==> config.mk <==
export PLATFORM = sky130hd
export DESIGN_NAME = ifu
export DESIGN_NICKNAME = d
export VERILOG_FILES = /design/src/rtl/ifu.sv
export SDC_FILE = /design/constraint.sdc
export NUM_CORES = 1
export LEC_CHECK = 0
export BUFFER_PORTS_ARGS = -buffer_cell sky130_fd_sc_hd__buf_2
export CORE_ASPECT_RATIO = 1.4
export CORE_MARGIN = 2
export CORE_UTILIZATION = 50
export DETAILED_ROUTE_END_ITERATION = 8
export PLACE_DENSITY_LB_ADDON = 0.3
export SETUP_SLACK_MARGIN = 0.5
export SLEW_MARGIN = 25
export SYNTH_ARGS = -nofsm -noshare
export SYNTH_HDL_FRONTEND = slang
export SYNTH_SLANG_ARGS = --single-unit
export TNS_END_PERCENT = 100
==> constraint.sdc <==
create_clock -name clk -period 8.3 [get_ports clk]
set_clock_uncertainty 0.05 [all_clocks]
set_input_delay 1.66 -clock clk [delete_from_list [all_inputs] [get_ports clk]]
set_output_delay 1.66 -clock clk [all_outputs]
set_load 0.01 [all_outputs]
==> src/rtl/ifu.sv <==
// Instruction fetch unit: owns the PC, fetches one instruction at a time,
// hands it to decode, then forms the next PC from the execute unit's selects.
module ifu #(
    parameter int              XLEN     = 32,
    parameter logic [XLEN-1:0] RESET_PC = 32'h8000_0000
) (
    input  logic            clk,
    input  logic            rst_n,
    input  logic            PCAsrc,
    input  logic            PCBsrc,
    input  logic [XLEN-1:0] imm,
    input  logic [XLEN-1:0] rs1,
    input  logic            ex_valid,
    output logic            imem_req_valid,
    input  logic            imem_req_ready,
    output logic [XLEN-1:0] imem_addr,
    input  logic            imem_rsp_valid,
    input  logic [31:0]     imem_rsp_data,
    output logic            inst_valid,
    input  logic            inst_ready,
    output logic [31:0]     inst,
    output logic [XLEN-1:0] pc
);

    localparam logic [2:0] S_IDLE = 3'd0;
    localparam logic [2:0] S_REQ  = 3'd1;
    localparam logic [2:0] S_WAIT = 3'd2;
    localparam logic [2:0] S_HOLD = 3'd3;
    localparam logic [2:0] S_EXEC = 3'd4;

    localparam logic [XLEN-1:0] PC_STEP = XLEN'(4);

    logic [2:0]      r_state;
    logic [XLEN-1:0] r_pc;
    logic [31:0]     r_inst;

    logic [XLEN-1:0] w_addend_a;
    logic [XLEN-1:0] w_addend_b;
    logic [XLEN-1:0] w_sum;
    logic [XLEN-1:0] w_next_pc;
    logic            w_req_accept;
    logic            w_inst_accept;
    logic            w_ex_fire;

    // JALR targets drop bit 0; branch/JAL/sequential sums pass through untouched.
    assign w_addend_a = PCAsrc ? imm : PC_STEP;
    assign w_addend_b = PCBsrc ? rs1 : r_pc;
    assign w_sum      = w_addend_a + w_addend_b;
    assign w_next_pc  = PCBsrc ? {w_sum[XLEN-1:1], 1'b0} : w_sum;

    assign w_req_accept  = (r_state == S_REQ)  && imem_req_ready;
    assign w_inst_accept = (r_state == S_HOLD) && inst_ready;
    assign w_ex_fire     = (r_state == S_EXEC) && ex_valid;

    always_ff @(posedge clk) begin
        if (!rst_n) begin
            r_state <= S_IDLE;
            r_pc    <= RESET_PC;
            r_inst  <= '0;
        end else begin
            case (r_state)
                S_IDLE: r_state <= S_REQ;
                S_REQ: begin
                    if (w_req_accept) r_state <= S_WAIT;
                end
                // A response coinciding with acceptance is dropped; only WAIT listens.
                S_WAIT: begin
                    if (imem_rsp_valid) begin
                        r_inst  <= imem_rsp_data;
                        r_state <= S_HOLD;
                    end
                end
                S_HOLD: begin
                    if (w_inst_accept) r_state <= S_EXEC;
                end
                S_EXEC: begin
                    if (w_ex_fire) begin
                        r_pc    <= w_next_pc;
                        r_state <= S_REQ;
                    end
                end
                default: r_state <= S_IDLE;
            endcase
        end
    end

    assign imem_req_valid = (r_state == S_REQ);
    assign inst_valid     = (r_state == S_HOLD);
    assign imem_addr      = r_pc;
    assign pc             = r_pc;
    assign inst           = r_inst;

endmodule

==> impl_metrics.tcl <==
set metrics [dict create \
    worstSetupStartpoint "PCBsrc" \
    ant_nets 0 \
    arrival_ps 4920 \
    hold_ws_ps 412 \
    rsz0062_at_grt "no" \
    clock_latency_ps 340 \
    synthAdderAreaFrac_pct 8.06 \
    post_cts_buffers 0 \
    fin_nets 924 \
    period_needed_ps 4710 \
    leakage_nw 3.00 \
    maxCapViolCount 0 \
    start_util_pct 51.1 \
    cts.clk_slew.worst_paths_ps 60 \
    path_cells "buf_2 > mux2_2 > ha_1 > fa_1 > a21oi_1 > o21ai_0 > o211a_1 > a21oi_1 > o2111ai_1 > nand3_1 > nand3_1 > a21boi_0" \
    grt_max_degree 87 \
    seqPwrFrac_pct 37.5 \
    crit_slowest_cell "buf_2" \
    synthesis.nets 784 \
    clkSinkCount 67 \
    dieHeight_um 123 \
    regArea_um2 1340 \
    synth-simple-area-share_pct 23.9 \
    ys.flop_type "dfxtp_1" \
    endpoint_kind "register" \
    tightest_slew_ps 794 \
    synth_xor_area_share_pct 3.11 \
    grt_pass1_vias 4894 \
    critPathMaxFanout 33 \
    grt_antenna_before_repair 0 \
    dp_hpwl_um 10600 \
    slew_violations 0 \
    row_count 43 \
    drtPass1Iterations 5 \
    drive_gt1_share_pct 32.8 \
    start_kind "input pin" \
    combPwrFrac_pct 19.3 \
    diodes 0 \
    switchingPower_w 0.000239 \
    fmax_ghz 0.212 \
    setup_viol 0 \
    finalCritPeriodShare_pct 56.7 \
    cpPeakStageDelay_ps 590 \
    gp_congestion 0.908 \
    synthDistinctLibCells 57 \
    syn-cell-area_um2 5060 \
    h-tree-depth 3 \
    seq_area_frac_synth_pct 26.5 \
    synth_top_family_by_area "simple AND/OR/NAND/NOR gates" \
    p_per_area_nw_per_um2 143 \
    yosysMostFrequentCell "nand2_1" \
    dpl_cell_area_um2 5860 \
    io_pins 202 \
    synth_seq_cells 67 \
    synth_area_per_cell_um2 7.81 \
    hold_buffers 0 \
    wl_um 13900 \
    cts_tree "done" \
    fin_tns_setup_ps 0 \
    yosys_warnings 0 \
    path_class "in2reg" \
    area_growth_pct 21.6 \
    timing.slew.headroom_pct 47.1 \
    synth-edff-count 0 \
    nFillCells 952 \
    async_flop_share_pct 0 \
    clock_path_buffers 2 \
    synth_top_cell_by_area "dfxtp_1" \
    synthMuxAreaShare_pct 7.29 \
    max-vdd-ir-drop_v 0.0000953 \
    grt_usage_pct 25.2 \
    route.detailed.drc 0 \
    crit_required_ps 8510 \
    final_area_um2 6160 \
    hp-start "inst[12]$_SDFFE_PN0P_" \
    ys_top_cells_by_count "116 x nand2_1, 67 x dfxtp_1, 44 x and2_1" \
    fp.coreArea_um2 9900 \
    cts_made_buffers 9 \
    drt-initial-drc-count 175 \
    synthTopCellsByArea "dfxtp_1 26%, nand2_1 8.6%, ha_1 7.7%" \
    grt_overflow 0 \
    dieArea_um2 11000 \
    synth_compound_area_share_pct 22.5 \
    run_status "finished, final reports clean" \
    routedWlPerCell_um 15.0 \
    io_buffers 201 \
    synthCells 648 \
    root_buffer "clkbuf_16" \
    cp_top_family "compound AO/OA/AOI/OAI gates" \
    multi_input_area_um2 3290 \
    internal-power_w 0.000643 \
    die_x_um 89.0 \
    final_hold_viol_count 0 \
    p_sw_share_pct 27.1 \
    cts_resized 0 \
    vias_per_cell 5.41 \
    grt_pass1_wl_um 21900 \
    min_path_type "reg2reg" \
    cp_num_buf_inv 1 \
    vias 5016 \
    r2r-start "imem_addr[0]$_SDFFE_PN0P_" \
    synthDominantCellAreaShare_pct 26.5 \
    pwr-share-clk_pct 43.2 \
]
==> power by group through the flow <==
stage | combinational, W | sequential (W) | clock [W]
final | 0.000170 | 0.000331 | 0.000381
after detailed placement | 0.000169 | 0.000338 | 0
after global placement | 0.000166 | 0.000337 | 0
after global routing | 0.000189 | 0.000331 | 0.000401
after floorplan | 0.000114 | 0.000338 | 0
after CTS | 0.000170 | 0.000331 | 0.000388
==> flip-flops by register name, summed over array words and instances (netlist names) <==
| signal | count |
|---|---|
| r_state | 3 |
| imem_addr | 32 |
| inst | 32 |
==> layer usage <==
layer | vias to the layer above | GRT usage [%] | routed length, µm
met4 | 0 | 10.2 | 368
met1 | 2290 | 27.0 | 5420
li1 | 2521 | - | -
met2 | 176 | 47.7 | 7300
met3 | 29 | 4.07 | 826
met5 | - | 0 | 0
==> final timing paths <==
kind	endpoint	slack, ps	depth (start not counted)
worst min register to register	inst[12]$_SDFFE_PN0P_	410	2
worst max-delay path	imem_addr[22]$_SDFFE_PN0P_	3590	12
worst min-delay path	inst[12]$_SDFFE_PN0P_	410	2
worst max register to register	imem_addr[22]$_SDFFE_PN0P_	5330	11
==> through the flow <==
stage	setup WS [ps]	utilization, %	instances	power [W]
2_1_floorplan	3770	-	648	0.000452
3_3_place_gp	3280	59.2	912	0.000503
3_5_place_dp	3240	59.2	912	0.000507
4_1_cts	3580	62.2	928	0.000888
5_1_grt	3340	62.2	928	0.000920
6_report	3590	62.2	928	0.000882
==> cell usage in the layout, fill, tap and decap left out, types with 3 or more instances in the layout <==
cell type,synthesis,layout
inv_1,11,11
o21a_1,3,3
a21boi_0,40,40
nand2_1,116,116
xor2_1,6,6
nand3b_1,7,7
a41oi_1,4,4
nand3_1,24,23
nand2b_1,4,4
clkbuf_16,0,9
buf_2,1,201
o21ai_0,29,29
nor3_1,5,5
o21bai_1,6,6
o211ai_1,4,4
o221ai_1,4,4
clkinv_2,0,3
ha_1,31,31
mux2_2,31,31
and2_1,44,44
nor2b_1,5,5
xnor2_1,12,12
nor2_1,15,14
a21o_1,18,18
dfxtp_1,67,67
and3_1,4,3
a31oi_1,6,6
nand4_1,11,11
a21oi_1,34,34
==> kinds of logic after synthesis <==
| group | count (synthesis) |
|---|---|
| AO/OA/AOI/OAI | 166 |
| XOR/XNOR | 18 |
| adder cells (fa/ha/maj) | 32 |
| buffers and inverters | 85 |
| flip-flops | 67 |
| multiplexers | 33 |
| AND/OR/NAND/NOR | 247 |
==> worst min-delay path: stages (launching register included) <==
cell and delay, ps:
dfxtp_1 300, nand2_1 40, a21boi_0 70
==> cell type report <==
| cell class | instances | area share, % |
|---|---|---|
| clock buffer | 11 | 3.94 |
| clock inverter | 5 | 0.853 |
| inverter | 11 | 0.671 |
| multi-input combinational | 496 | 53.4 |
| sequential | 67 | 21.8 |
| tap | 135 | 2.74 |
| timing repair buffer | 203 | 16.6 |
Power figures use the tool's default switching activity.
